[src/rtl/ram_copy_engine.sv]
// ram_copy_engine: fill/copy engine driving a single-port RAM512 (write on clk edge, async read).
// Define RAM_COPY_CHECKSUM_EN to add the running checksum output of written words.
//
// state | meaning
// IDLE  | waiting for start; RAM port held quiet
// READ  | copy only: fetch word src+i into the data register
// WRITE | store word at dst+i, advance index
// DONE  | one-cycle completion pulse
module ram_copy_engine #(
  parameter int ADDR_W = 9,
  parameter int DATA_W = 16
) (
  input  logic              clk,
  input  logic              reset,
  input  logic              start,
  input  logic              mode,
  input  logic [ADDR_W-1:0] src,
  input  logic [ADDR_W-1:0] dst,
  input  logic [ADDR_W:0]   len,
  input  logic [DATA_W-1:0] fill_val,
  output logic              busy,
  output logic              done,
  output logic [DATA_W-1:0] ram_in,
  output logic              ram_load,
  output logic [ADDR_W-1:0] ram_address,
  input  logic [DATA_W-1:0] ram_out
`ifdef RAM_COPY_CHECKSUM_EN
  ,
  output logic [DATA_W-1:0] checksum
`endif
);

  typedef enum logic [1:0] {IDLE, READ, WRITE, DONE} state_t;

  localparam logic [ADDR_W:0] DEPTH = (ADDR_W+1)'(1) << ADDR_W;

  state_t              state;
  logic                mode_q;
  logic [ADDR_W-1:0]   src_q;
  logic [ADDR_W-1:0]   dst_q;
  logic [ADDR_W:0]     len_q;
  logic [DATA_W-1:0]   fill_q;
  logic [DATA_W-1:0]   data_q;
  logic [ADDR_W:0]     i;
  logic [ADDR_W:0]     i_next;
  logic [DATA_W-1:0]   wr_data;

  always_comb begin
    wr_data = mode_q ? data_q : fill_q;
    i_next  = i + (ADDR_W+1)'(1);
  end

  // RAM port is a decode of state; reset gates the write strobe immediately
  always_comb begin
    ram_address = '0;
    ram_in      = '0;
    ram_load    = 1'b0;
    case (state)
      READ: ram_address = src_q + i[ADDR_W-1:0];
      WRITE: begin
        ram_address = dst_q + i[ADDR_W-1:0];
        ram_in      = wr_data;
        ram_load    = !reset;
      end
      default: ;
    endcase
  end

  always_ff @(posedge clk) begin
    if (reset) begin
      state  <= IDLE;
      mode_q <= 1'b0;
      src_q  <= '0;
      dst_q  <= '0;
      len_q  <= '0;
      fill_q <= '0;
      data_q <= '0;
      i      <= '0;
      busy   <= 1'b0;
      done   <= 1'b0;
    end else begin
      case (state)
        IDLE: begin
          done <= 1'b0;
          if (start) begin
            mode_q <= mode;
            src_q  <= src;
            dst_q  <= dst;
            len_q  <= (len > DEPTH) ? DEPTH : len;
            fill_q <= fill_val;
            i      <= '0;
            busy   <= 1'b1;
            if (len == '0) begin
              state <= DONE;
              done  <= 1'b1;
            end else begin
              state <= mode ? READ : WRITE;
            end
          end
        end
        READ: begin
          data_q <= ram_out;
          state  <= WRITE;
        end
        WRITE: begin
          i <= i_next;
          if (i_next == len_q) begin
            state <= DONE;
            done  <= 1'b1;
          end else begin
            state <= mode_q ? READ : WRITE;
          end
        end
        DONE: begin
          state <= IDLE;
          busy  <= 1'b0;
          done  <= 1'b0;
        end
        default: state <= IDLE;
      endcase
    end
  end

`ifdef RAM_COPY_CHECKSUM_EN
  logic [DATA_W-1:0] csum_q;

  always_ff @(posedge clk) begin
    if (reset)
      csum_q <= '0;
    else if (state == IDLE && start)
      csum_q <= '0;
    else if (state == WRITE)
      csum_q <= csum_q + wr_data;
  end

  assign checksum = csum_q;
`endif

endmodule

[config.mk]
export PLATFORM = sky130hd
export DESIGN_NAME = ram_copy_engine
export DESIGN_NICKNAME = d
export VERILOG_FILES = /design/src/rtl/ram_copy_engine.sv
export SDC_FILE = /design/constraint.sdc
export NUM_CORES = 1
export LEC_CHECK = 0
export CORE_ASPECT_RATIO = 1.1
export CORE_UTILIZATION = 46
export CTS_CLUSTER_SIZE = 20
export DETAILED_ROUTE_END_ITERATION = 12
export PLACE_DENSITY = 0.76
export SYNTH_ARGS = -nofsm -noshare
export SYNTH_HDL_FRONTEND = slang
export SYNTH_SLANG_ARGS = --single-unit
[constraint.sdc]
create_clock -name clk -period 4.2 [get_ports clk]
set_input_delay 0.84 -clock clk [delete_from_list [all_inputs] [get_ports clk]]
set_output_delay 0.84 -clock clk [all_outputs]
set_load 0.01 [all_outputs]
After elaboration in Yosys (flattened, before gate mapping)

Index checks and enable logic that the tools add are counted.

$add $sub $neg: 3
$lt $le $gt $ge: 1
Eq/ne operators: 6
Multiplexer cells: 19
Reduce and logical (&&, ||, !) cells: 10

Operator list:

| kind                                           | count |
|---|---|
| two-way mux 16 bit                             | 2 |
| two-way mux 10 bit                             | 2 |
| case mux 10 bit (2 select lines)               | 1 |
| adder 9 bit                                    | 2 |
| case mux 9 bit (2 select lines)                | 1 |
| adder 10 x 1 -> 10 bit (second input constant) | 1 |
| == test 10 bit                                 | 1 |
| > comparator 10 bit (second input constant)    | 1 |
| logical NOT 10 bit                             | 1 |
| two-way mux 2 bit                              | 5 |
| case mux 2 bit (4 select lines)                | 1 |
| AND reduction 2 bit                            | 4 |
| two-way mux 1 bit                              | 5 |
| == test 2 bit (second input constant)          | 2 |
| != test 2 bit (second input constant)          | 2 |
| nonzero test 2 bit                             | 2 |
| case mux 1 bit (3 select lines)                | 1 |
| nonzero test 3 bit                             | 1 |
| == test 2 x 1 -> 1 bit (second input constant) | 1 |
| logical NOT 2 bit                              | 1 |
| case mux 1 bit (2 select lines)                | 1 |
| logical NOT 1 bit                              | 1 |

Register bits: 75
Input bits: 64
Output and inout bits: 28
Word-level logic and storage cells: 49

Logic depth before layout (Yosys ltp)

Depth in word-level cells: 4
Gate-level depth with buffers: 13
Depth with buffers taken out: 11

Least setup slack after synthesis

Ideal clock, no wire load.

Path type: register -> output
From: reg state[0]
To: out ram_address[8]
Data arrival time: 3450 ps
Required time: 3360 ps
Setup slack: -90 ps
Cell stages (with the launch flop): 14
Path buffers: 2
Cells stage by stage: dfxtp_1 -> inv_1 -> ha_1 -> clkbuf_1 -> buf_1 -> mux2_2 -> ha_1 -> fa_1 -> a21o_1 -> a21oi_1 -> o21bai_1 -> a2111o_1 -> nand3_1 -> nor3b_1

Word-level cells in the longest chain between the ends: 2

Ends and longest elaborated chain:

| item                                                           | line | source |
|---|---|---|
| start, declared                                                | 37   | `state_t state;` |
| start signal, assigned                                         | 97   | `state <= mode ? READ : WRITE;` |
| start signal, assigned                                         | 111  | `state <= mode_q ? READ : WRITE;` |
| == test 2 bit / == test 2 x 1 -> 1 bit (equally long branches) | 58   | `case (state)` |
| case mux 9 bit (2 select lines) *                              | 58   |  |
| end, declared                                                  | 25   | `output logic [ADDR_W-1:0] ram_address,` |

Every way passes the cells marked *; elsewhere a longest branch is shown, timed or not.

Worst setup path in the final report

Same ends and word-level chain as after synthesis.

==> flow_summary_export.csv <==
group,metric,value,unit
run_status,status,"finished clean",
critical_path,critPathLaunchType,"flop",
clock_network,cts_tree,"yes",
clock_network,cts_buffers,9,
floorplanning,ioPinCount,92,
global_route,grt_pass1_wl,16.4,mm
route,remaining_drc_errors,0,
critical_path,arrival,3.19,ns
timing,rsz0062_at_grt,"no",
route,drtPass1Iterations,6,
clock_network,clock_path_buffers,2,
timing,maxSlewViolCount,0,
power,leakage,1.97,nW
synth,synth_nets,573,
route,wire_per_inst,14.4,microns
worst_hold_path,hp-class,"flop to flop",
global_route,grtUsageTotal,22.4,%
route,drt_iter0_markers,218,
place,dp.cells,671,
global_route,grt_max_degree,77,
synth,yosys.area.top_type_share,37.6,%
timing,worst_pin_slew,1.04,ns
critical_path,slowest_stage,"a2111o_1",
critical_path,cp-end-kind,"output pin",
synth,yosys.area_share.adder,4.88,%
floorplanning,rows,35,
cells_and_area,antennaDiodeCount,0,
critical_path,crit_path_max_fanout,3,
timing,timing.setup.tns,0,ns
route,wirelength,9.88,mm
timing,post-route-period-util,96.0,%
synth,ys_ff_latch,75,
global_route,grt_pass1_vias,3640,
global_route,antenna_found_initial,0,
synth,synth_edf_count,0,
place,hpwl,7.02,mm
clock_network,ctsHtreeMaxLevel,3,
power,p_comb_share,28.4,%
clock_network,clock-sinks,75,
timing,relSlewSlack,30.5,%
floorplanning,start_util,47.5,%
synth,ys.flop_type,"dfxtp_1",
power,swShare,31.5,%
power,switchingPower,0.000603,W
power,power_density,370,mW/mm^2
timing,fin_crit,4.03,ns
clock_network,cts-root-buf,"clkbuf_8",
cells_and_area,syn_to_final_growth,29.3,%
synth,ys_types,51,
critical_path,crit_type,"flop to output pin",
clock_network,clk_pin_slew,0.08,ns
synth,ys_seq_area_share,37.6,%
power,power_frac_seq,43.2,%
synth,synth_simple_gate_area_share,23.2,%
place,gp_congestion,0.807,
floorplanning,core,0.00841,sq mm
critical_path,cp_cell_sequence,"inv_1, ha_2, mux2_2, ha_1, fa_1, a21o_1, a21oi_2, o21bai_1, a2111o_1, nand3_1, nor3b_1, clkbuf_2",
timing,finClkSkew,0.00795,ns
synth,syn_avg_cell_area,8.09,sq um
synth,synth_warnings,0,
synth,synth_top_area_cell,"dfxtp_1",
timing,final-setup-viol-count,0,
route,via_count,3641,
route,vias_per_cell,5.30,
timing,hold_viol,0,
place,port_buffers,91,
synth,syn_inst,494,
clock_network,post_cts.repair.setup_buffers,0,
synth,syn_area,0.00400,sq mm
floorplanning,die_w,90.9,microns
synth,synth_compound_area_share,14.9,%
floorplanning,dieArea,0.00906,sq mm
critical_path,cpPeakStageDelay,0.42,ns
synth,synth.area.mux_share,11.3,%
synth,synth_area_leaders,"dfxtp_1 (38%), mux2i_1 (8.8%), nand2_1 (8.4%)",
synth,synth_top_family_by_area,"simple AND/OR/NAND/NOR gates",
route,postRouteAntennaNets,0,
power,internal-power,0.00131,W
global_route,grt_overflow_total,0,
floorplanning,dieHeight,99.8,microns
cells_and_area,layout.nets,650,
synth,synthArstFlopShare,0,%
cells_and_area,stdcell_count,687,
synth,synth_xor_area_share,3.94,%
power,power.share.clock,28.4,%
timing,fmax,248,MHz
clock_network,cts_hold_buf,0,
power,ir_drop,0.000191,V
critical_path,cp.required,3.36,ns
flow_run,cap_violations,0,
cells_and_area,drive_gt1_share,7.99,%
clock_network,insertion_delay,0.35,ns
-- placed cells by master (no fill, tap or decap), drive strengths merged, types with 3 or more instances in the layout --
cell type / instances
nand2: 89
clkdlybuf4s50: 87
dfxtp: 75
a21oi: 56
nor2: 49
mux2i: 35
nor2b: 20
ha: 14
xnor2: 12
nand3: 11
clkbuf: 11
mux2: 9
nor3: 9
buf: 9
inv: 8
a22oi: 8
o21ai: 8
a21o: 6
xor2: 6
and3: 5
clkinv: 5
nand2b: 4
nor3b: 3
and2: 3
a211oi: 3
-- cell families after synthesis --
| family | after synthesis |
|---|---|
| simple gates | 204 |
| xor+xnor | 18 |
| compound gates | 97 |
| flops | 75 |
| buf+inv | 41 |
| mux | 44 |
| fa+ha+maj | 15 |
-- cell usage after synthesis (3+ instances only) --
library cell / n
a21o_1: 6
a21oi_1: 56
a22oi_1: 8
and2_1: 3
and3_1: 5
buf_1: 3
clkbuf_1: 27
dfxtp_1: 75
ha_1: 14
inv_1: 8
mux2_2: 9
mux2i_1: 35
nand2_1: 89
nand2b_1: 4
nand3_1: 10
nor2_1: 49
nor2b_1: 20
nor3_1: 9
nor3b_1: 3
o21ai_0: 7
xnor2_1: 12
xor2_1: 6
-- sequential cells by signal, summed over array words and instances, names as in the netlist --
name and flops:
busy 1, data_q 16, done 1, dst_q 9
fill_q 16, i 10, len_q 10, mode_q 1
src_q 9, state 2
-- metrics by stage --
stage | total power (W) | worst slack (ns) | hold WS, ns | instance area (sq um) | utilization, %
floorplan | 0.00118 | 0.0101 | 0.433 | 4000 | -
global placement | 0.00137 | 0.107 | 0.440 | 4960 | 59.0
detailed placement | 0.00138 | 0.0510 | 0.446 | 4960 | 59.0
CTS | 0.00192 | 0.0123 | 0.456 | 5170 | 61.5
global route | 0.00202 | 0.0194 | 0.474 | 5170 | 61.5
finish | 0.00191 | 0.170 | 0.455 | 5170 | 61.5
-- metal layers --
layer  wire length, microns  up-vias  global-route usage [%]
li1                       -     1833                       -
met1                   4160     1705                    25.7
met2                   5010       89                    40.5
met3                    522       14                    4.59
met4                    182        0                    9.40
met5                      0        -                       0
-- worst max-delay path, delay by kind of cell (launching register included) --
family | cells | cell delay [ns]
multiplexers | 1 | 0.34
AO/OA/AOI/OAI | 4 | 0.86
adder cells (fa/ha/maj) | 3 | 0.83
AND/OR/NAND/NOR | 2 | 0.24
buffers and inverters | 2 | 0.24
flip-flops | 1 | 0.32
-- path summary, 6_finish.rpt --
| path | startpoint | endpoint | depth (start not counted) | slack (ns) |
|---|---|---|---|---|
| max | state[0] | ram_address[8] | 12 | 0.17 |
| min | fill_q[3] | fill_q[3] | 2 | 0.45 |
| max reg2reg | i[1] | state[1] | 7 | 1.61 |
| min reg2reg | fill_q[3] | fill_q[3] | 2 | 0.45 |
-- repair_timing --
item / 4_1_cts / 5_1_grt
gates resized for setup: 5 / 4
endpoints found under the setup margin: 2 / 2
pin swaps: 0 / 0
-- power groups by stage --
stage | logic, W | registers [W] | clock network, W
finish | 0.000544 | 0.000825 | 0.000544
CTS | 0.000545 | 0.000825 | 0.000550
floorplan | 0.000355 | 0.000826 | 0
global route | 0.000598 | 0.000833 | 0.000587
global placement | 0.000527 | 0.000839 | 0
detailed placement | 0.000540 | 0.000841 | 0
-- cell type report --
type,instances,area [sq um]
clock buffer,10,128
multi-input combinational,378,2340
sequential,75,1500
clock inverter,6,66.3
inverter,8,30.0
fill,759,3240
tap,111,139
timing repair buffer,99,966
Power figures use the tool's default switching activity.
